<file path="src/rtl/ps2_ascii_rx.sv">
// PS/2 keyboard receiver: synchronizes and deglitches the PS/2 lines, deframes scan codes and
// maps set-2 make codes to ASCII for a PicoBlaze interrupt. Define PS2_PARITY_CHECK_EN to enforce odd parity.
module ps2_ascii_rx #(
    parameter int FILTER_LEN     = 8,
    parameter int TIMEOUT_CYCLES = 100000
) (
    input  logic       clk,
    input  logic       Reset,
    input  logic       ps2c,
    input  logic       ps2d,
    input  logic       DoRead,
    output logic [7:0] ascii_code,
    output logic       interrupt,
    output logic       overflow,
    output logic       frame_err
);

    localparam int FW = (FILTER_LEN > 1) ? $clog2(FILTER_LEN) : 1;
    localparam int TW = $clog2(TIMEOUT_CYCLES + 1);
    localparam logic [FW-1:0] FILT_LAST = FW'(FILTER_LEN - 1);
    localparam logic [TW-1:0] TO_LAST   = TW'(TIMEOUT_CYCLES - 1);

    localparam logic [1:0] IDLE  = 2'd0;
    localparam logic [1:0] SHIFT = 2'd1;
    localparam logic [1:0] CHECK = 2'd2;

    logic          c_s1, c_s2, d_s1, d_s2;
    logic          c_filt;
    logic [FW-1:0] filt_cnt;
    logic          strobe;
    logic [1:0]    state;
    logic [9:0]    shreg;
    logic [3:0]    bit_cnt;
    logic [TW-1:0] to_cnt;
    logic          brk, ext;
    logic          parity_ok, frame_ok;
    logic [8:0]    mapped;

    function automatic logic [8:0] map_code(input logic [7:0] c);
        logic [7:0] a;
        a = 8'h00;
        case (c)
            8'h45: a = 8'h30; 8'h16: a = 8'h31; 8'h1E: a = 8'h32; 8'h26: a = 8'h33;
            8'h25: a = 8'h34; 8'h2E: a = 8'h35; 8'h36: a = 8'h36; 8'h3D: a = 8'h37;
            8'h3E: a = 8'h38; 8'h46: a = 8'h39;
            8'h1C: a = 8'h61; 8'h32: a = 8'h62; 8'h21: a = 8'h63; 8'h23: a = 8'h64;
            8'h24: a = 8'h65; 8'h2B: a = 8'h66; 8'h34: a = 8'h67; 8'h33: a = 8'h68;
            8'h43: a = 8'h69; 8'h3B: a = 8'h6A; 8'h42: a = 8'h6B; 8'h4B: a = 8'h6C;
            8'h3A: a = 8'h6D; 8'h31: a = 8'h6E; 8'h44: a = 8'h6F; 8'h4D: a = 8'h70;
            8'h15: a = 8'h71; 8'h2D: a = 8'h72; 8'h1B: a = 8'h73; 8'h2C: a = 8'h74;
            8'h3C: a = 8'h75; 8'h2A: a = 8'h76; 8'h1D: a = 8'h77; 8'h22: a = 8'h78;
            8'h35: a = 8'h79; 8'h1A: a = 8'h7A;
            8'h29: a = 8'h20; 8'h5A: a = 8'h0D; 8'h66: a = 8'h08;
            default: a = 8'h00;
        endcase
        return {(a != 8'h00), a};
    endfunction

    always_ff @(posedge clk or negedge Reset) begin
        if (!Reset) begin
            {c_s1, c_s2, d_s1, d_s2} <= 4'b1111;
        end else begin
            c_s1 <= ps2c;
            c_s2 <= c_s1;
            d_s1 <= ps2d;
            d_s2 <= d_s1;
        end
    end

    // Filtered clock follows the synchronized line only after FILTER_LEN consecutive differing samples
    always_ff @(posedge clk or negedge Reset) begin
        if (!Reset) begin
            c_filt   <= 1'b1;
            filt_cnt <= '0;
        end else if (c_s2 == c_filt) begin
            filt_cnt <= '0;
        end else if (filt_cnt == FILT_LAST) begin
            c_filt   <= c_s2;
            filt_cnt <= '0;
        end else begin
            filt_cnt <= filt_cnt + 1'b1;
        end
    end

    assign strobe = c_filt & ~c_s2 & (filt_cnt == FILT_LAST);

`ifdef PS2_PARITY_CHECK_EN
    assign parity_ok = ^shreg[8:0];
`else
    // Parity bit is received but deliberately not enforced
    assign parity_ok = shreg[8] | 1'b1;
`endif
    assign frame_ok = shreg[9] & parity_ok;
    assign mapped   = map_code(shreg[7:0]);

    always_ff @(posedge clk or negedge Reset) begin
        if (!Reset) begin
            state      <= IDLE;
            shreg      <= '0;
            bit_cnt    <= '0;
            to_cnt     <= '0;
            brk        <= 1'b0;
            ext        <= 1'b0;
            ascii_code <= 8'h00;
            interrupt  <= 1'b0;
            overflow   <= 1'b0;
            frame_err  <= 1'b0;
        end else begin
            overflow  <= 1'b0;
            frame_err <= 1'b0;
            if (DoRead)
                interrupt <= 1'b0;
            case (state)
                IDLE: begin
                    if (strobe && !d_s2) begin
                        state   <= SHIFT;
                        bit_cnt <= '0;
                        to_cnt  <= '0;
                    end
                end
                SHIFT: begin
                    if (strobe) begin
                        shreg  <= {d_s2, shreg[9:1]};
                        to_cnt <= '0;
                        if (bit_cnt == 4'd9)
                            state <= CHECK;
                        else
                            bit_cnt <= bit_cnt + 4'd1;
                    end else if (to_cnt == TO_LAST) begin
                        state     <= IDLE;
                        frame_err <= 1'b1;
                        shreg     <= '0;
                    end else begin
                        to_cnt <= to_cnt + 1'b1;
                    end
                end
                CHECK: begin
                    state <= IDLE;
                    if (!frame_ok) begin
                        frame_err <= 1'b1;
                    end else if (shreg[7:0] == 8'hF0) begin
                        brk <= 1'b1;
                    end else if (shreg[7:0] == 8'hE0) begin
                        ext <= 1'b1;
                    end else if (brk || ext) begin
                        brk <= 1'b0;
                        ext <= 1'b0;
                    end else if (mapped[8]) begin
                        // An acknowledge in the same cycle frees the slot for the new character
                        if (interrupt && !DoRead) begin
                            overflow <= 1'b1;
                        end else begin
                            ascii_code <= mapped[7:0];
                            interrupt  <= 1'b1;
                        end
                    end
                end
                default: state <= IDLE;
            endcase
        end
    end

endmodule

</file>
<file path="config.mk">
export PLATFORM = sky130hd
export DESIGN_NAME = ps2_ascii_rx
export DESIGN_NICKNAME = d
export VERILOG_FILES = /design/src/rtl/ps2_ascii_rx.sv
export SDC_FILE = /design/constraint.sdc
export NUM_CORES = 1
export LEC_CHECK = 0
export ABC_AREA = 1
export CORE_MARGIN = 4
export CORE_UTILIZATION = 50
export CTS_CLUSTER_DIAMETER = 200
export DETAILED_ROUTE_END_ITERATION = 8
export MAX_ROUTING_LAYER = met4
export PLACE_DENSITY = 0.8
export SLEW_MARGIN = 20
export SYNTH_ARGS = -nofsm -noshare
export SYNTH_HDL_FRONTEND = slang
export SYNTH_SLANG_ARGS = --single-unit
</file>
<file path="constraint.sdc">
create_clock -name clk -period 4.72 [get_ports clk]
set_clock_uncertainty 0.2 [all_clocks]
set_input_delay 0.944 -clock clk [delete_from_list [all_inputs] [get_ports clk]]
set_output_delay 0.944 -clock clk [all_outputs]
set_load 0.01 [all_outputs]
</file>
== After elaboration in Yosys (flattened, before gate mapping) ==
Memories as Yosys holds them, arrays and structs flattened.
Index checks and enable logic that the tools add are counted.
W data, S select, Z words.
Storage, ports and cells
  memory bits (writable): 0
  memories kept: 1
  output and inout port bits: 11
  register bits after elaboration: 54
  latch bits: 0
  memory bits (read-only): 896
  input port bits: 5
Memories
  (name not given): depth 128, bits a word 7, read ports 1, clocked after Yosys merged registers in 0, wr ports 0, RTL line 42  | case (c)
Operators by class
  $mul: 0
  equal/unequal tests: 15
  div/mod/pow operators: 0
  $lt $le $gt $ge: 0
  reductions and logical operators: 19
  $add $sub $neg: 3
  muxes and demuxes: 41
  bitwise operators: 8
  shifts and indexed selects: 0
Operators with widths (number)
  $mux W17: 3
  $pmux W17 S2: 1
  $mux W1: 22
  $mux W10: 2
  $add A17 B1 Y17 const B: 1
  $eq A17 B17 Y1 const B: 1
  $eq A8 B8 Y1 const B: 2
  $mux W4: 3
  $reduce_and A4 Y1: 3
  $ne A3 B3 Y1 const B: 3
  $mux W2: 4
  $mux W8: 1
  $ne A2 B2 Y1 const B: 4
  $pmux W4 S2: 1
  $reduce_bool A2 Y1: 4
  $reduce_bool A8 Y1: 1
  $reduce_and A7 Y1: 1
  $mux W3: 2
  $not A1 Y1: 6
  $reduce_and A3 Y1: 2
  $add A4 B1 Y4 const B: 1
  $eq A4 B4 Y1 const B: 1
  $pmux W2 S2: 1
  $reduce_and A2 Y1: 2
  other kinds (11): 14

== Depth between registers and ports, before layout ==
  word-level depth: 9
  gate-level depth with buffers: 17

== Least setup slack after synthesis ==
Ideal clock, no wire load.
  path kind: register to register
  start: reg shreg[1]
  end: reg ascii_code[0]
  library setup time: 0.118 ns
  cell stages (with the launch flop): 16
  setup slack: 2.558 ns
  data arrival time: 1.844 ns
  buffers on the path: 0
  period minus slack after synthesis: 2.162 ns
  path through: dfrtp_1 -> inv_2 -> ha_1 -> nand2_1 -> a21oi_1 -> nand2_1 -> nand2_1 -> nand3_1 -> nand2_1 -> nand2_1 -> nand2_1 -> nor2_2 -> nand2_4 -> nand3_4 -> nand2_1 -> nand2_1
Between the ends
  cells in the longest elaborated chain, start to end: 4
  elaborated cells on any way between the ends: 8
  classes of those cells: eq/ne (2); mux (1); bitwise (2); reduce/logical (2); memory (1)
RTL lines
  start: declaration: RTL line 32  | logic [9:0] shreg;
  start signal: assignment: RTL line 123  | shreg <= {d_s2, shreg[9:1]};
  $mem_v2 Z128 W7
  $mux W8: RTL line 42
  $reduce_bool A8 Y1: RTL line 56  | return {(a != 8'h00), a};
  $reduce_and A7 Y1 (no source line)
  end signal: assignment: RTL line 153  | ascii_code <= mapped[7:0];
  end: declaration: RTL line 12  | output logic [7:0] ascii_code,
Several ways; a longest one is shown, not always the timed one.
A chain may end at the register's enable or synchronous reset.

== Worst setup path after layout ==
  start: reg filt_cnt[0]
  end: reg to_cnt[9]
Between the ends
  cells in the longest elaborated chain, start to end: 5
  elaborated cells on any way between the ends: 8
  classes of those cells: eq/ne (3); mux (2); bitwise (1); reduce/logical (2)
RTL lines
  start: declaration: RTL line 29  | logic [FW-1:0] filt_cnt;
  start signal: assignment: RTL line 81  | filt_cnt <= filt_cnt + 1'b1;
  $eq A3 B3 Y1 *: RTL line 85  | assign strobe = c_filt & ~c_s2 & (filt_cnt == FILT_LAST);
  $and A1 B1 Y1 *: RTL line 85
  $logic_and A1 B1 Y1: RTL line 115  | if (strobe && !d_s2) begin
  $ne A2 B2 Y1 (no source line)
  $reduce_and A3 Y1 (no source line)
  end signal: assignment: RTL line 134  | to_cnt <= to_cnt + 1'b1;
  end: declaration: RTL line 34  | logic [TW-1:0] to_cnt;
Mark *: on every way between the ends. The rest lies on a longest branch, timed or not.

==> load_flow_metrics.sql <==
INSERT INTO impl_metrics (metric_group, metric, value, unit) VALUES
('placement', 'detailedPlacementHpwl', '5.53', 'mm'),
('timing', 'timing.final.crit_period', '2.80', 'ns'),
('final_layout', 'insertedDiodeCount', '0', ''),
('final_layout', 'layout.filler_cells', '622', ''),
('grt', 'groute.usage.overall', '19.2', '%'),
('final_layout', 'final_layout_size_suffix_gt1_share', '9.61', '%'),
('yosys', 'post_synth_adder_cell_area', '5.75', '%'),
('die', 'start_util', '51.3', '%'),
('final_layout', 'multi_input_comb_area', '1820', 'um^2'),
('die', 'dieWidth', '91.5', 'um'),
('timing', 'hold-worst-slack', '0.163', 'ns'),
('status', 'run_status', 'finished clean', ''),
('grt', 'antenna_violations_before_repair', '0', ''),
('die', 'die_h', '91.5', 'um'),
('placement', 'place_ws', '1.92', 'ns'),
('route', 'vias_per_cell', '5.35', ''),
('clock_network', 'postCtsHoldBufs', '0', ''),
('final_layout', 'areaGrowthSynthToFinish', '8.33', '%'),
('yosys', 'synthFlopType', 'dfrtp_1', ''),
('timing', 'rsz_0062_raised_after_global_routing', 'false', ''),
('die', 'num_rows', '30', ''),
('yosys', 'postSynthNetCount', '501', ''),
('yosys', 'seq_area_frac_synth', '38.3', '%'),
('die', 'placeableCoreArea', '6790', 'um^2'),
('route', 'final_antenna_net_count', '0', ''),
('route', 'detailroute.via_count', '3130', ''),
('clock_network', 'tritoncts_clock_tree', 'done', ''),
('yosys', 'synth_mux_area_share', '0', '%'),
('final_layout', 'post_route_cell_area', '3770', 'um^2'),
('critical_path', 'worstPathRequired', '4.71', 'ns'),
('timing', 'setup_total_negative_slack', '0', 'ns'),
('job', 'max_cap_viol_count', '0', ''),
('die', 'ioPinCount', '16', ''),
('critical_path', 'crit_path_start_kind', 'flop', ''),
('critical_path', 'worst_setup_path_end_kind', 'flop', ''),
('route', 'detail_route.wirelength', '7.40', 'mm'),
('critical_path', 'path_class', 'reg -> reg', ''),
('yosys', 'synth_xor_area_share', '2.01', '%'),
('yosys', 'ys_warn_count', '0', ''),
('clock_network', 'ctsLongestPathBuffers', '2', ''),
('critical_path', 'setup.worst_path.end', 'to_cnt[9]', ''),
('critical_path', 'critPathMaxFanout', '22', ''),
('clock_network', 'worstSkewPairLatency', '0.31', 'ns'),
('yosys', 'post_synth_inst_count', '480', ''),
('route', 'drc', '0', ''),
('grt', 'grt_start_max_net_pins', '54', ''),
('power', 'static-leakage-power', '1.84', 'nW'),
('clock_network', 'clock_tree.htree_level_count', '2', ''),
('clock_network', 'cts.clk_slew.worst_paths', '0.09', 'ns'),
('die', 'dieArea', '8370', 'um^2'),
('power', 'power.density_cell_area', '288', 'nW/um^2'),
('placement', 'port_buffers', '14', ''),
('clock_network', 'total_clock_buffers_created_by_cts', '5', ''),
('grt', 'grt-ovfl-total', '0', ''),
('route', 'detailedRoute.firstPassIterationCount', '5', ''),
('timing', 'final_max_slew_viol_count', '0', ''),
('placement', 'placement.cell_area', '3660', 'um^2'),
('critical_path', 'critPathLaunch', 'filt_cnt[0]', ''),
('timing', 'postLayoutSetupSlackWorst', '1.92', 'ns'),
('yosys', 'synth_seq_cells', '53', ''),
('yosys', 'asyncSetResetFlopFracSynth', '100', '%'),
('grt', 'grt_pass1_vias', '2936', ''),
('critical_path', 'cpMaxStageDelayCell', 'dfrtp_1', ''),
('critical_path', 'crit_chain', 'ha_1 > ha_1 > nand2_2 > clkinv_2 > nor2_2 > nand4_1 > nand2_1 > inv_2 > nand3_1 > o21ai_0', ''),
('clock_network', 'postCtsSetupBuffers', '0', ''),
('placement', 'gp_congestion', '0.982', ''),
('critical_path', 'worst_r2r_path_depth', '10', ''),
('route', 'routed_wire_length_per_instance', '12.6', 'um'),
('timing', 'max_slew_headroom', '55.8', '%'),
('yosys', 'synth_simple_gate_area_share', '34.2', '%'),
('yosys', 'synth_compound_area_share', '10.3', '%');
==> placed cells by master (no fill, tap or decap), drive strengths merged, types with 3 or more instances in the layout <==
cell type,synthesis,routed
clkbuf,5,5
o22ai,10,10
nand2,143,143
xor2,6,6
nand3,43,43
nor4,3,3
a21oi,21,21
o21ai,25,25
nor3,15,15
dfrtp,48,48
clkinv,2,3
ha,16,16
dfstp,5,5
nor2,39,39
nor3b,4,4
clkdlybuf4s50,0,13
inv,62,63
nand4,12,12
==> cells in the mapped netlist (3+ instances only) <==
| master | count | area (um^2) |
|---|---|---|
| a21oi_1 | 17 | 85.1 |
| a21oi_2 | 4 | 35.0 |
| buf_2 | 5 | 25.0 |
| buf_6 | 3 | 33.8 |
| clkbuf_1 | 5 | 18.8 |
| dfrtp_1 | 48 | 1200 |
| dfstp_2 | 5 | 131 |
| ha_1 | 16 | 200 |
| inv_1 | 53 | 199 |
| inv_2 | 9 | 33.8 |
| nand2_1 | 138 | 518 |
| nand2_2 | 3 | 18.8 |
| nand3_1 | 42 | 210 |
| nand4_1 | 12 | 75.1 |
| nor2_1 | 34 | 128 |
| nor2_2 | 4 | 25.0 |
| nor3_1 | 12 | 60.1 |
| nor3b_1 | 4 | 30.0 |
| nor4_1 | 3 | 18.8 |
| o21ai_0 | 20 | 100 |
| o21ai_1 | 4 | 20.0 |
| o22ai_1 | 10 | 62.6 |
| xor2_1 | 6 | 52.6 |
==> metal layers <==
metal | share of wire, % | track usage, % | vias up
met5 | 0 | - | -
li1 | - | - | 1564
met3 | 6.2 | 3.31 | 15
met1 | 44 | 25.5 | 1444
met4 | 1.8 | 5.78 | 0
met2 | 48 | 30.2 | 107
==> power breakdown <==
| group | leakage, nW | total [W] | internal, W | switching (W) |
|---|---|---|---|---|
| logic | 1.07 | 0.000252 | 0.0000705 | 0.000182 |
| clock network | 0.0585 | 0.000311 | 0.000159 | 0.000152 |
| registers | 0.716 | 0.000523 | 0.000495 | 0.0000276 |
==> cell type report <==
type                       count  area share [%]
clock buffer                   5            1.82
clock inverter                 3            1.16
inverter                      64            6.40
multi-input combinational    349            48.3
sequential                    53            35.3
tap                           96            3.18
timing repair buffer          15            3.78
==> worst min-delay path by stage <==
stage,startpoint,end,depth (start not counted)
after floorplan,c_s1,c_s2,0
after global placement,c_s1,c_s2,0
after detailed placement,c_s1,c_s2,0
after CTS,d_s1,d_s2,0
after global routing,c_s1,c_s2,0
final,d_s1,d_s2,0
==> flip-flops by register name, summed over array words and instances, names as in the netlist, 2 cells and up <==
signal and flops:
shreg 10, bit_cnt 4, to_cnt 17, ascii_code 7
state 2, filt_cnt 3
==> critical path: cells and delay by family, from the launching register on <==
family	cells	cell delay (ns)
AO/OA/AOI/OAI	1	0.09
AND/OR/NAND/NOR	5	1.15
flip-flops	1	0.39
adder cells (fa/ha/maj)	2	0.44
buffers and inverters	2	0.41
==> per-stage QoR <==
| step | utilization, % | instances | total power, W |
|---|---|---|---|
| 6_report | 55.5 | 585 | 0.00109 |
| 5_1_grt | 55.5 | 585 | 0.00116 |
| 4_1_cts | 55.5 | 585 | 0.00110 |
| 3_5_place_dp | 53.9 | 577 | 0.000785 |
| 3_3_place_gp | 53.9 | 577 | 0.000773 |
| 2_1_floorplan | - | 480 | 0.000724 |
==> cells by family (layout without fill, tap and decap cells) <==
| group | count (synthesis) | in the layout |
|---|---|---|
| compound gates | 62 | 62 |
| xor+xnor | 8 | 8 |
| fa+ha+maj | 16 | 16 |
| buf+inv | 78 | 87 |
| flops | 53 | 53 |
| other cells | 1 | 1 |
| simple gates | 262 | 262 |
Power figures use the tool's default switching activity.
